<file path="src/rtl/fan_pwm_driver.sv">
// fan_pwm_driver
//   Fan PWM generator with spin-up kick and rate-limited duty ramping.
//   A free-running 4-bit counter defines a 16-clock PWM period. The applied
//   duty and the control state change only at period boundaries, which are
//   the edges at which the counter is 15. The exceptions are reset and
//   en_i low, which act on any edge.
//
//   Control flow:
//     IDLE -> KICK : full duty for KICK_PERIODS periods, then load the target.
//     HOLD -> RAMP : step 1 toward the target every RAMP_PERIODS periods.
//
// Ports
//   clk        in   rising-edge system clock
//   rstn       in   synchronous active-low reset
//   en_i       in   drive enable; low forces IDLE with duty 0
//   crs_i[3:0] in   target cooling rate; sampled at period boundaries only
//   pwm_o      out  PWM drive, high while period count < duty
//   duty_o[3:0] out currently applied duty (high clocks per 16)
//   ramping_o  out  high in RAMP
//   kick_o     out  high in KICK
module fan_pwm_driver #(
  parameter int KICK_PERIODS = 2,
  parameter int RAMP_PERIODS = 2
) (
  input  logic       clk,
  input  logic       rstn,
  input  logic       en_i,
  input  logic [3:0] crs_i,
  output logic       pwm_o,
  output logic [3:0] duty_o,
  output logic       ramping_o,
  output logic       kick_o
);

  typedef enum logic [1:0] {
    S_IDLE = 2'd0,
    S_KICK = 2'd1,
    S_HOLD = 2'd2,
    S_RAMP = 2'd3
  } state_e;

  // Period-counter values at which the kick or ramp interval ends.
  // When KICK_PERIODS is 0, KICK is never entered, so KICK_LAST is unused.
  localparam logic [3:0] KICK_LAST = 4'(KICK_PERIODS - 1);
  localparam logic [3:0] RAMP_LAST = 4'(RAMP_PERIODS - 1);

  state_e     state_q, state_d;
  logic [3:0] cnt_q;
  logic [3:0] duty_q, duty_d;
  logic [3:0] per_q, per_d;   // boundaries counted inside KICK or RAMP
  logic       boundary;
  logic [3:0] step_val;       // duty moved one step toward crs_i, saturating

  assign boundary = (cnt_q == 4'd15);

  always_comb begin
    step_val = duty_q;
    if (crs_i > duty_q) begin
      step_val = (duty_q == 4'd15) ? 4'd15 : duty_q + 4'd1;
    end else if (crs_i < duty_q) begin
      step_val = (duty_q == 4'd0) ? 4'd0 : duty_q - 4'd1;
    end
  end

  always_comb begin
    state_d = state_q;
    duty_d  = duty_q;
    per_d   = per_q;
    if (!en_i) begin
      state_d = S_IDLE;
      duty_d  = 4'd0;
      per_d   = 4'd0;
    end else if (boundary) begin
      case (state_q)
        S_IDLE: begin
          if (crs_i != 4'd0) begin
            per_d = 4'd0;
            if (KICK_PERIODS > 0) begin
              state_d = S_KICK;
              duty_d  = 4'd15;
            end else begin
              state_d = S_HOLD;
              duty_d  = crs_i;
            end
          end
        end
        S_KICK: begin
          if (per_q == KICK_LAST) begin
            per_d   = 4'd0;
            duty_d  = crs_i;
            state_d = (crs_i == 4'd0) ? S_IDLE : S_HOLD;
          end else begin
            per_d = per_q + 4'd1;
          end
        end
        S_HOLD: begin
          if (crs_i != duty_q) begin
            per_d  = 4'd0;
            duty_d = step_val;
            // A single step that already lands on the target never enters RAMP.
            if (step_val == crs_i) begin
              state_d = (step_val == 4'd0) ? S_IDLE : S_HOLD;
            end else begin
              state_d = S_RAMP;
            end
          end
        end
        S_RAMP: begin
          if (per_q == RAMP_LAST) begin
            per_d  = 4'd0;
            duty_d = step_val;
            // Reaching 0 by ramping goes straight to IDLE; no kick follows.
            if (step_val == crs_i) begin
              state_d = (step_val == 4'd0) ? S_IDLE : S_HOLD;
            end
          end else begin
            per_d = per_q + 4'd1;
          end
        end
        default: begin
          state_d = S_IDLE;
          duty_d  = 4'd0;
          per_d   = 4'd0;
        end
      endcase
    end
  end

  always_ff @(posedge clk) begin
    if (!rstn) begin
      cnt_q   <= 4'd0;
      state_q <= S_IDLE;
      duty_q  <= 4'd0;
      per_q   <= 4'd0;
    end else begin
      cnt_q   <= cnt_q + 4'd1;
      state_q <= state_d;
      duty_q  <= duty_d;
      per_q   <= per_d;
    end
  end

  assign pwm_o     = (cnt_q < duty_q);
  assign duty_o    = duty_q;
  assign ramping_o = (state_q == S_RAMP);
  assign kick_o    = (state_q == S_KICK);

endmodule

</file>
<file path="config.mk">
export PLATFORM = sky130hd
export DESIGN_NAME = fan_pwm_driver
export DESIGN_NICKNAME = d
export VERILOG_FILES = /design/src/rtl/fan_pwm_driver.sv
export SDC_FILE = /design/constraint.sdc
export NUM_CORES = 1
export LEC_CHECK = 0
export CORE_ASPECT_RATIO = 1.25
export CORE_MARGIN = 1.5
export CORE_UTILIZATION = 55
export DETAILED_ROUTE_END_ITERATION = 16
export GPL_TIMING_DRIVEN = 0
export HOLD_SLACK_MARGIN = 0.02
export PLACE_DENSITY = 0.79
export SYNTH_ARGS = -nofsm -noshare
export SYNTH_HDL_FRONTEND = slang
export SYNTH_SLANG_ARGS = --single-unit
</file>
<file path="constraint.sdc">
create_clock -name clk -period 3.25 [get_ports clk]
set_input_delay 0.4875 -clock clk [delete_from_list [all_inputs] [get_ports clk]]
set_output_delay 0.4875 -clock clk [all_outputs]
set_load 0.1 [all_outputs]
</file>
==> summary.md <==
| Metric | Value |
|---|---|
| Outcome | finished, final reports clean |
| Routed Antenna Nets | 0 |
| Initial DRC count | 17 |
| Fin crit share | 0.923 |
| Cell row count | 18 |
| Clk buf depth | 2 |
| DP HPWL | roughly 2100 um |
| Routability cong. | about 0.9 |
| Post-synthesis cell type count | 44 |
| H-tree depth | 1 |
| Count of state elements after synthesis | 14 |
| Largest family of logic cells by synthesized area | compound AO/OA/AOI/OAI gates |
| Total track usage | 0.237 |
| Max_slew headroom | 0.355 |
| Worst-case hold slack | around 0.47 ns |
| Final wirelength | ~2600 um |
| Setup Skew | approximately 0.0056 ns |
| Avg Inst Size Synth | about 8.9 um^2 |
| WL per Instance | approximately 15 um |
| Min Clock Period, post-route | 3.00 ns |
| F_max | 333 MHz |
| Total Power | 340 uW |
| Post-CTS Setup Bufs | 0 |
| Die height | about 55 um |
| Root buffer cell | clkbuf_4 |
| Clock Latency Late Sink | 0.27 ns |
| Area occupied by multi-input gates | 890 um^2 |
| Max-slew violations | 0 |
| Reg clk slew, reported paths | roughly 0.08 ns |
| Residual DRC | 0 |
| Mapped cell area | about 0.0012 mm^2 |
| Vias/cell | roughly 6.3 |
| IO Port Bufs | 13 |
| Maximum VDD drop | about 0.00022 V |
| Lkg Pwr | ~0.00054 uW |
| Area Overhead vs Synth | 15.4% |
| Number of placed cells counting well taps | ~170 |
| Syn nets | about 160 |
| Required time worst endpoint | around 3.4 ns |
| Nature of the critical path startpoint | input port |
| Ys async rst share | 0 |
| Compound-Gate Fraction of Synth Area | 0.275 |
| RSZ-0062 raised after global routing | no |
| Xor and xnor area share after synthesis | 0.0655 |
| Largest net degree at the start of global routing | 11 |
| Post-route cell area | approximately 0.0014 mm^2 |
| Crit-path max FO | 6 |
| WL met2 | 1350 um |
| Mux cell area share after synthesis | 0.0478 |
| Vias in the first global route | ~1,100 |
| Met1 WL | 1110 um |
| Clock sinks | 14 |
| Setup CP Type | in -> reg |
| First-pass GRT wire length | 4620 um |
| Max-Cap Viols | 0 |
| Final hold violations | 0 |
| Seq/Total Area, Yosys | 0.233 |
| Share of cells above drive strength 1 | 0.125 |
| Die W | around 45 um |
| Number of diodes | 0 |
| Post-synthesis adder-cell area fraction | 0.135 |
| Final net count | between 150 and 200 |
| Post-CTS sizing | 0 |
| Top routing layer used | met4 |
| Crit path capture type | register |
| Hold crit path type | reg -> reg |
| Vias | 1,076 |
| Post-synthesis simple-gate area fraction | 0.211 |
| Core region area | roughly 0.0020 mm^2 |
| Fillers | approximately 190 |
| Initial Util | 0.594 |
| Ys Warns | 0 |
| Post-Synthesis Cells | between 100 and 150 |
| Num CTS Buffers | 3 |
| Sequential cell area | around 280 um^2 |
| Power Dens Cells | approximately 240 mW/mm^2 |
| Top FF cell, synth | dfxtp_1 |
| IO Count | 14 |
| Detailed Routing Iterations Pass 1 | 4 |
| Die area | roughly 0.0025 mm^2 |
| Met3 WL | 89 um |
| Worst-margin pin slew | between 0.9 and 1 ns |
| CTS tree | yes |
| Gr ovfl total | 0 |
| Dpl cell area | ~0.0014 mm^2 |
| Fin cells | between 150 and 200 |
| Crit path DAT | between 3 and 4 ns |
| Final Setup Violations | 0 |
| Antenna violations before repair | 0 |
| Post-synth EDFFs | 0 |
| # hold bufs at CTS | 0 |
## power breakdown
group          switching [uW]  total [uW]  internal, uW
combinational            43.9        71.1          27.2
clock                    48.9        91.7          42.8
sequential               2.89         177           175
## cells in the final DEF, fill, tap and decap left out, drive strengths merged, types with 3 or more instances in the layout
cell type	Yosys	layout
a21oi	5	5
nand2	7	7
and2	4	4
nor2b	3	3
nand3	4	4
dfxtp	14	14
xnor2	4	4
a211oi	4	4
nor2	15	15
nor3	3	3
nand2b	3	3
clkdlybuf4s50	0	12
xor2	5	5
ha	13	13
mux2i	3	3
o21ai	8	8
clkbuf	0	3
inv	9	9
## flip-flops by register name (all words and copies together), names as in the netlist
signal	cells
per_q	4
duty_o	4
state_q	2
cnt_q	4
## layout make-up
| cell class | count | area share |
|---|---|---|
| Tap cell | 20 | 0.0180 |
| Sequential cell | 14 | 0.202 |
| Multi-Input combinational cell | 112 | 0.641 |
| Inverter | 9 | 0.0243 |
| Clock buffer | 3 | 0.0162 |
| Buffer | 1 | 0.00360 |
| Timing Repair Buffer | 13 | 0.0955 |
## routing by layer
| metal | vias to the layer above | track usage |
|---|---|---|
| met3 | 7 | 0.0131 |
| met5 | - | 0 |
| met2 | 27 | 0.402 |
| met4 | 0 | 0.105 |
| li1 | 538 | - |
| met1 | 504 | 0.300 |
## critical path: stages
cell	delay, ns
clkdlybuf4s50_1	0.61
ha_1	0.30
nor2b_1	0.18
o41ai_2	0.37
o31ai_1	0.16
a211oi_2	0.41
xnor2_1	0.16
a2111oi_4	0.36
a221oi_2	0.10
## Yosys cell counts, types with 2 or more instances
cell type	count	area share
o211ai_1	2	0.012
nand3_1	4	0.017
a21boi_1	2	0.012
a211oi_2	2	0.021
nor2_2	2	0.010
nor2b_1	3	0.016
nand2b_1	3	0.016
nand4_1	2	0.010
a21oi_1	5	0.021
mux2i_1	2	0.017
xnor2_1	4	0.029
a211oi_1	2	0.012
a221oi_2	2	0.025
dfxtp_1	14	0.23
nand2_1	7	0.022
and2_1	4	0.021
nor2_1	13	0.041
nor3b_1	2	0.012
inv_1	9	0.028
nor3_1	3	0.012
o21ai_0	8	0.033
xor2_1	5	0.036
ha_1	13	0.14
and3_1	2	0.010
o31ai_1	2	0.012
## final timing paths
path,startpoint,cells past startpoint,end,slack (ns)
max,crs_i[1],9,state_q[0]$_SDFFE_PN0P_,0.25
min,cnt_q[0]$_SDFF_PN0_,1,cnt_q[0]$_SDFF_PN0_,0.47
max reg2reg,duty_o[3]$_SDFFE_PN0P_,8,state_q[0]$_SDFFE_PN0P_,0.45
min reg2reg,cnt_q[0]$_SDFF_PN0_,1,cnt_q[0]$_SDFF_PN0_,0.47
## metrics by stage
| stage | setup TNS, ns | utilization | setup slack (ns) |
|---|---|---|---|
| 2_1_floorplan | 0 | - | 0.0267 |
| 3_3_place_gp | 0 | 0.672 | 0.0603 |
| 3_5_place_dp | -0.0000215 | 0.672 | -0.0000215 |
| 4_1_cts | 0 | 0.683 | 0.0280 |
| 5_1_grt | 0 | 0.685 | 0.101 |
| 6_report | 0 | 0.685 | 0.249 |
## logic make-up after synthesis
family                   Yosys count
AO/OA/AOI/OAI                     38
XOR/XNOR                           9
flip-flops                        14
multiplexers                       4
adder cells (fa/ha/maj)           13
AND/OR/NAND/NOR                   48
buffers and inverters             10
Note: power is estimated with default switching activity, not from simulation.
